**src/rtl/seq_divider.sv**
```systemverilog
// ----------------------------------------------------------------------------
// seq_divider
//   Iterative restoring integer divider. It produces one quotient bit per
//   clock. A start/done handshake connects it to the ALU control FSM.
//   An accepted start at edge 0 raises done in the cycle after edge WIDTH.
//
// Build option:
//   SIGNED_DIV_EN - adds signed_op. Two's-complement operands are divided
//                   by magnitude, then sign-corrected (truncation toward 0).
//
// Ports:
//   clk         in   rising-edge clock
//   rst_n       in   asynchronous active-low reset
//   start       in   request, sampled in IDLE or DONE only
//   dividend    in   [WIDTH-1:0] captured on accepted start
//   divisor     in   [WIDTH-1:0] captured on accepted start
//   signed_op   in   two's-complement mode (SIGNED_DIV_EN only)
//   quotient    out  [WIDTH-1:0] registered result
//   remainder   out  [WIDTH-1:0] registered result
//   busy        out  high while iterating
//   done        out  one-cycle pulse, results valid
//   div_by_zero out  high with done when the captured divisor was 0
// ----------------------------------------------------------------------------
module seq_divider #(
    parameter int WIDTH = 8
) (
    input  logic             clk,
    input  logic             rst_n,
    input  logic             start,
    input  logic [WIDTH-1:0] dividend,
    input  logic [WIDTH-1:0] divisor,
`ifdef SIGNED_DIV_EN
    input  logic             signed_op,
`endif
    output logic [WIDTH-1:0] quotient,
    output logic [WIDTH-1:0] remainder,
    output logic             busy,
    output logic             done,
    output logic             div_by_zero
);

    localparam int CW = $clog2(WIDTH + 1);

    localparam logic [1:0] S_IDLE = 2'd0;
    localparam logic [1:0] S_RUN  = 2'd1;
    localparam logic [1:0] S_DONE = 2'd2;

    logic [1:0]       r_state;
    logic [CW-1:0]    r_cnt;
    logic [WIDTH:0]   r_rem;
    logic [WIDTH-1:0] r_q;
    logic [WIDTH-1:0] r_div;
    logic             r_neg_q;
    logic             r_neg_r;
    logic             r_dbz;

    logic             w_accept;
    logic             w_last;
    logic [WIDTH-1:0] w_dvd_mag;
    logic [WIDTH-1:0] w_dsr_mag;
    logic             w_neg_q;
    logic             w_neg_r;
    logic [WIDTH:0]   w_shift;
    logic [WIDTH:0]   w_trial;
    logic             w_fits;
    logic [WIDTH:0]   w_rem_next;
    logic [WIDTH-1:0] w_q_next;
    logic [WIDTH-1:0] w_rem_low;
    logic [WIDTH-1:0] w_q_fix;
    logic [WIDTH-1:0] w_rem_fix;

    assign w_accept = start && ((r_state == S_IDLE) || (r_state == S_DONE));
    assign w_last   = (r_state == S_RUN) && (r_cnt == CW'(1));

    // Operand conditioning: the core always sees magnitudes.
    always_comb begin
        w_dvd_mag = dividend;
        w_dsr_mag = divisor;
        w_neg_q   = 1'b0;
        w_neg_r   = 1'b0;
`ifdef SIGNED_DIV_EN
        if (signed_op) begin
            w_neg_r = dividend[WIDTH-1];
            w_neg_q = dividend[WIDTH-1] ^ divisor[WIDTH-1];
            if (dividend[WIDTH-1]) w_dvd_mag = -dividend;
            if (divisor[WIDTH-1])  w_dsr_mag = -divisor;
        end
`endif
    end

    // One restoring step. The partial remainder never exceeds twice the
    // divisor, so WIDTH+1 bits hold the trial difference without overflow.
    // The MSB is the borrow.
    always_comb begin
        w_shift    = {r_rem[WIDTH-1:0], r_q[WIDTH-1]};
        w_trial    = w_shift - {1'b0, r_div};
        w_fits     = ~w_trial[WIDTH];
        w_rem_next = w_fits ? w_trial : w_shift;
        w_q_next   = {r_q[WIDTH-2:0], w_fits};
        w_rem_low  = w_rem_next[WIDTH-1:0];
    end

    // Sign correction on the final step. When the divisor is 0, the
    // remainder equals the dividend magnitude. Restoring the dividend's
    // sign therefore gives back the original dividend. The all-ones
    // quotient is left as is.
    always_comb begin
        w_q_fix   = w_q_next;
        w_rem_fix = w_rem_low;
`ifdef SIGNED_DIV_EN
        if (r_neg_q && (r_div != '0)) w_q_fix = -w_q_next;
        if (r_neg_r)                  w_rem_fix = -w_rem_low;
`endif
    end

    always_ff @(posedge clk or negedge rst_n) begin
        if (!rst_n) begin
            r_state   <= S_IDLE;
            r_cnt     <= '0;
            r_rem     <= '0;
            r_q       <= '0;
            r_div     <= '0;
            r_neg_q   <= 1'b0;
            r_neg_r   <= 1'b0;
            r_dbz     <= 1'b0;
            quotient  <= '0;
            remainder <= '0;
        end else begin
            r_dbz <= 1'b0;
            case (r_state)
                S_RUN: begin
                    r_rem <= w_rem_next;
                    r_q   <= w_q_next;
                    r_cnt <= r_cnt - CW'(1);
                    if (w_last) begin
                        quotient  <= w_q_fix;
                        remainder <= w_rem_fix;
                        r_dbz     <= (r_div == '0);
                        r_state   <= S_DONE;
                    end
                end
                default: begin
                    // IDLE and DONE accept a new operation identically.
                    if (w_accept) begin
                        r_rem   <= '0;
                        r_q     <= w_dvd_mag;
                        r_div   <= w_dsr_mag;
                        r_neg_q <= w_neg_q;
                        r_neg_r <= w_neg_r;
                        r_cnt   <= CW'(WIDTH);
                        r_state <= S_RUN;
                    end else begin
                        r_state <= S_IDLE;
                    end
                end
            endcase
        end
    end

    assign busy        = (r_state == S_RUN);
    assign done        = (r_state == S_DONE);
    assign div_by_zero = r_dbz;

endmodule

```
**config.mk**
```make
export PLATFORM = sky130hd
export DESIGN_NAME = seq_divider
export DESIGN_NICKNAME = d
export VERILOG_FILES = /design/src/rtl/seq_divider.sv
export SDC_FILE = /design/constraint.sdc
export NUM_CORES = 1
export LEC_CHECK = 0
export CORE_ASPECT_RATIO = 1.5
export CORE_UTILIZATION = 42
export DETAILED_ROUTE_END_ITERATION = 12
export PLACE_DENSITY_LB_ADDON = 0.08
export SLEW_MARGIN = 20
export SYNTH_ARGS = -nofsm -noshare
export SYNTH_HDL_FRONTEND = slang
export SYNTH_SLANG_ARGS = --single-unit
```
**constraint.sdc**
```tcl
create_clock -name clk -period 2.8 [get_ports clk]
set_input_delay 0.56 -clock clk [delete_from_list [all_inputs] [get_ports clk]]
set_output_delay 0.56 -clock clk [all_outputs]
set_load 0.1 [all_outputs]
```
# --- Yosys cells after proc, flatten, opt, wreduce, memory -nomap -nowiden ---
# Index checks and enable logic that the tools add are counted.
totals:
  elab_cells: 36
  out_inout_bits: 19
  input_bits: 19
  ff_bits: 47
classes:
  bitwise: 2
  mux: 12
  reduce_logical: 8
  add_sub_neg: 2
  eq_ne: 4
ops:
  columns: ["cell", "count"]
  rows:
  - ["$mux 8", 5]
  - ["$sub 9x8->9", 1]
  - ["$logic_not 8->1", 1]
  - ["$mux 4", 2]
  - ["$eq 4x1->1 const B", 1]
  - ["$mux 2", 2]
  - ["$reduce_and 2->1", 2]
  - ["$sub 4x1->4 const B", 1]
  - ["$mux 1", 3]
  - ["$eq 2x1->1 const B", 1]
  - ["$eq 2x2->1 const B", 1]
  - ["$logic_and 1x1->1", 2]
  - ["$logic_not 2->1", 1]
  - ["$ne 2x1->1 const B", 1]
  - ["$not 1->1", 2]
  - ["$reduce_bool 2->1", 1]
  - ["$logic_or 1x1->1", 1]

# --- Depth between registers and ports, before layout ---
logic_depth:
  word_depth: 5
  mapped_depth: 11
  depth_no_buf: 9

# --- Least setup slack after synthesis ---
# No wires, ideal clock.
synth_timing:
  path_type: "reg2reg"
  startpoint: "reg r_q[7]"
  endpoint: "reg r_rem[5]"
  setup_ns: 0.132
  period_less_slack_ns: 2.378
  required_time_ns: 2.668
  n_path_buf: 2
  arrival_time_ns: 2.245
  path_stages_with_launch: 12
  path_slack_ns: 0.422
  cell_sequence: "dfrtp_1 inv_1 ha_1 inv_1 fa_1 a211oi_2 o211ai_1 a221o_1 buf_2 buf_6 a32oi_1 o21ai_1"
synth_between:
  elab_chain_cells: 3
synth_lines:
  columns: ["item", "line", "rtl"]
  rows:
  - ["start: declaration", "51", "logic [WIDTH-1:0] r_q;"]
  - ["start signal: assignment", "133", "r_q <= w_q_next;"]
  - ["start signal: assignment", "146", "r_q <= w_dvd_mag;"]
  - ["$sub 9x8->9", "96", "w_trial = w_shift - {1'b0, r_div};"]
  - ["$mux 8", "98", "w_rem_next = w_fits ? w_trial : w_shift;"]
  - ["$mux 8", "130", "case (r_state)"]
  - ["end signal: assignment", "132", "r_rem <= w_rem_next;"]
  - ["end: declaration", "50", "logic [WIDTH:0] r_rem;"]
# No other way between the ends.
# A chain may end at the register's enable or synchronous reset.

# --- Final worst setup path ---
layout_timing:
  startpoint: "reg r_q[7]"
  endpoint: "reg r_rem[7]"
# The elaborated chain is that of the path after synthesis.

==> flow_summary_export.csv <==
group,metric,value,unit
die,floorplan.die_area,5790,sq um
synth,post_synth_inst_count,239,
sta,grt_setup_unrepaired,"false",
routing,routed-via-count,1860,
synth,synth-warning-count,0,
sta,final-hold-violation-count,0,
synth,synth-edff-count,0,
critical_path,rrSetupSlack,270,ps
hold_path,hold_path_class,"input pin to asynchronous set/reset pin",
grt,global_route.usage.total,0.205,
routing,routed_wire_length_per_instance,15.4,um
synth,post-synth-top-area-cell,"dfrtp_1",
sta,tightest_slew,409,ps
sta,worst_clock_skew,9.69,ps
critical_path,worst-endpoint-arrival,2760,ps
clocking,worst_setup_hold_path_clk_slew,90,ps
clocking,htreeDepth,2,
outcome,run_status,"complete, no violations",
synth,post_synth_num_cell_types,42,
clocking,cts_setup_buffers,0,
critical_path,endpoint_type_of_the_worst_setup_path,"flop",
clocking,clk_path_buf_depth,2,
grt,antenna_found_initial,0,
sta,fin_crit,2530,ps
synth,synthesis.area,2300,sq um
placed_design,post_dp_cell_area,2730,sq um
grt,grt_first_pass_wirelength,9130,um
synth,syn_nets,269,
clocking,cts_tree,"built",
placed_design,place.port_buffers,37,
synth,synth_top_flop_cell,"dfrtp_1",
placed_design,gp_congestion,0.830,
synth,largest_family_of_logic_cells_by_synthesized_area,"simple AND/OR/NAND/NOR gates",
synth,post-synth-top-count-cell,"nand2_1",
synth,post-synth-top-area-fraction,0.511,
sta,share_of_the_clock_period_used_by_the_worst_path,0.905,
sta,report.final.slew_viol_count,0,
sta,final_critical_path_setup_slack,266,ps
critical_path,cp_cell_sequence,"inv_1, ha_1, inv_1, fa_1, a211oi_2, o211ai_1, a221o_1, buf_4, a311o_1, o211ai_1",
sta,setup_violations,0,
critical_path,cpMaxStageDelayCell,"fa_1",
die,die_height,92.7,um
die,initial_cell_density_of_the_core,0.442,
layout,nNetsFinal,310,
layout,layout-drive-gt1-share,0.146,
job,maxCapViolCount,0,
critical_path,worstPathBufferInverterCount,3,
clocking,clkLatencyLatePin,300,ps
critical_path,cpPeakStageDelay,410,ps
routing,antenna_left,0,
layout,fin_area,2810,sq um
synth,synth_seq_cells,47,
synth,synth-compound-area-share,0.164,
clocking,ctsHoldBuffers,0,
grt,vias_in_the_first_global_route,1915,
critical_path,path_max_fanout,5,
synth,synthesis.area_per_instance,9.63,sq um
critical_path,worst_ep_required_time,3020,ps
sta,totalNegativeSetupSlack,0,ps
clocking,cts_made_buffers,5,
placed_design,hpwlAfterDp,3970,um
critical_path,worst-setup-path-type,"flop to flop",
die,boundaryPins,38,
routing,avgViaCountPerCell,5.33,
grt,grt-ovfl-total,0,
routing,drc,0,
sta,worst_hold_check_slack,172,ps
layout,syn2layout_area_growth,22.1,%
routing,first_pass_drt_iterations,4,
placed_design,place_ws,278,ps
die,die_x,62.5,um
layout,n_antenna_cell,0,
sta,peak_clock_frequency_supported_by_timing,395,MHz
clocking,clk_root_buffer_cell,"clkbuf_8",
die,core.rowCount,32,
synth,synth_top_cells_by_count,"nand2_1, dfrtp_1, o21ai_1, inv_1, ha_1",
synth,synth_area_leaders,"dfrtp_1, nand2_1, ha_1, o21ai_1, mux2i_1",
synth,ys_async_sr_fraction,1.00,
clocking,post_cts_resized,0,
die,core_area,5200,sq um
synth,synth_seq_area_share,0.511,
synth,synthMuxAreaShare,0.0353,
synth,yosys.area_share.simple,0.167,
critical_path,start_kind,"flop",
clocking,cts.sink_count,47,
sta,worst_slew_margin_rel,0.727,
synth,synthAdderAreaFrac,0.0630,
routing,drt_first_iter_violations,74,
routing,wl,5380,um
synth,xor_xnor_cell_area_share_of_the_yosys_netlist,0.0152,
critical_path,critical-path-top-delay-family,"compound AO/OA/AOI/OAI gates",
grt,largest_net_degree_at_the_start_of_global_routing,32,
==> layout by cell type, fill, tap and decap left out, drive strengths merged, types with 6 or more instances in the layout <==
cell type / netlist / final
nor2: 6 / 6
o21ai: 24 / 24
dfrtp: 47 / 47
ha: 10 / 10
mux2i: 7 / 7
inv: 14 / 14
clkdlybuf4s50: 0 / 17
buf: 2 / 28
a22oi: 7 / 7
nand2: 60 / 60
==> cell type report <==
class                           count  area, sq um
Sequential cell                    47         1180
Clock inverter                      3         15.0
Multi-Input combinational cell    167         1020
Clock buffer                        5         68.8
Inverter                           14         52.6
Timing Repair Buffer               45          390
Fill cell                         504         2390
Tap cell                           68         85.1
==> flip-flops by register name, indices dropped and copies added, names as in the netlist <==
signal / count
remainder: 8
r_cnt: 4
r_q: 8
r_div: 8
quotient: 8
r_state: 2
div_by_zero: 1
r_rem: 8
==> per-stage QoR <==
stage,std cells,util
global placement,341,0.524
CTS,349,0.540
global route,349,0.540
finish,349,0.540
detailed placement,341,0.524
floorplan,239,-
==> cell families (layout without fill, tap and decap cells) <==
family / count (synthesis) / count (layout)
flip-flops: 47 / 47
buffers and inverters: 25 / 67
XOR/XNOR: 4 / 4
AND/OR/NAND/NOR: 88 / 88
adder cells (fa/ha/maj): 11 / 11
AO/OA/AOI/OAI: 56 / 56
multiplexers: 8 / 8
==> metal layers <==
layer  track usage  share of wire  vias up
li1              -              -      911
met3        0.0333          0.030       12
met1         0.235           0.43      903
met4        0.0969          0.034        0
met2         0.367           0.51       34
met5             0              0        -
==> final timing paths <==
| check | start | end | cells after the start |
|---|---|---|---|
| max | r_q[7] | r_rem[7] | 10 |
| min | rst_n | r_div[7] | 1 |
| max reg2reg | r_q[7] | r_rem[7] | 10 |
| min reg2reg | r_cnt[3] | r_cnt[3] | 1 |
| max in group asynchronous | rst_n | r_q[6] | 2 |
| min in group clk | r_cnt[3] | r_cnt[3] | 1 |
Power is not shown: default switching activity piles up to over one toggle a cycle in this logic, so the estimate is an artifact.
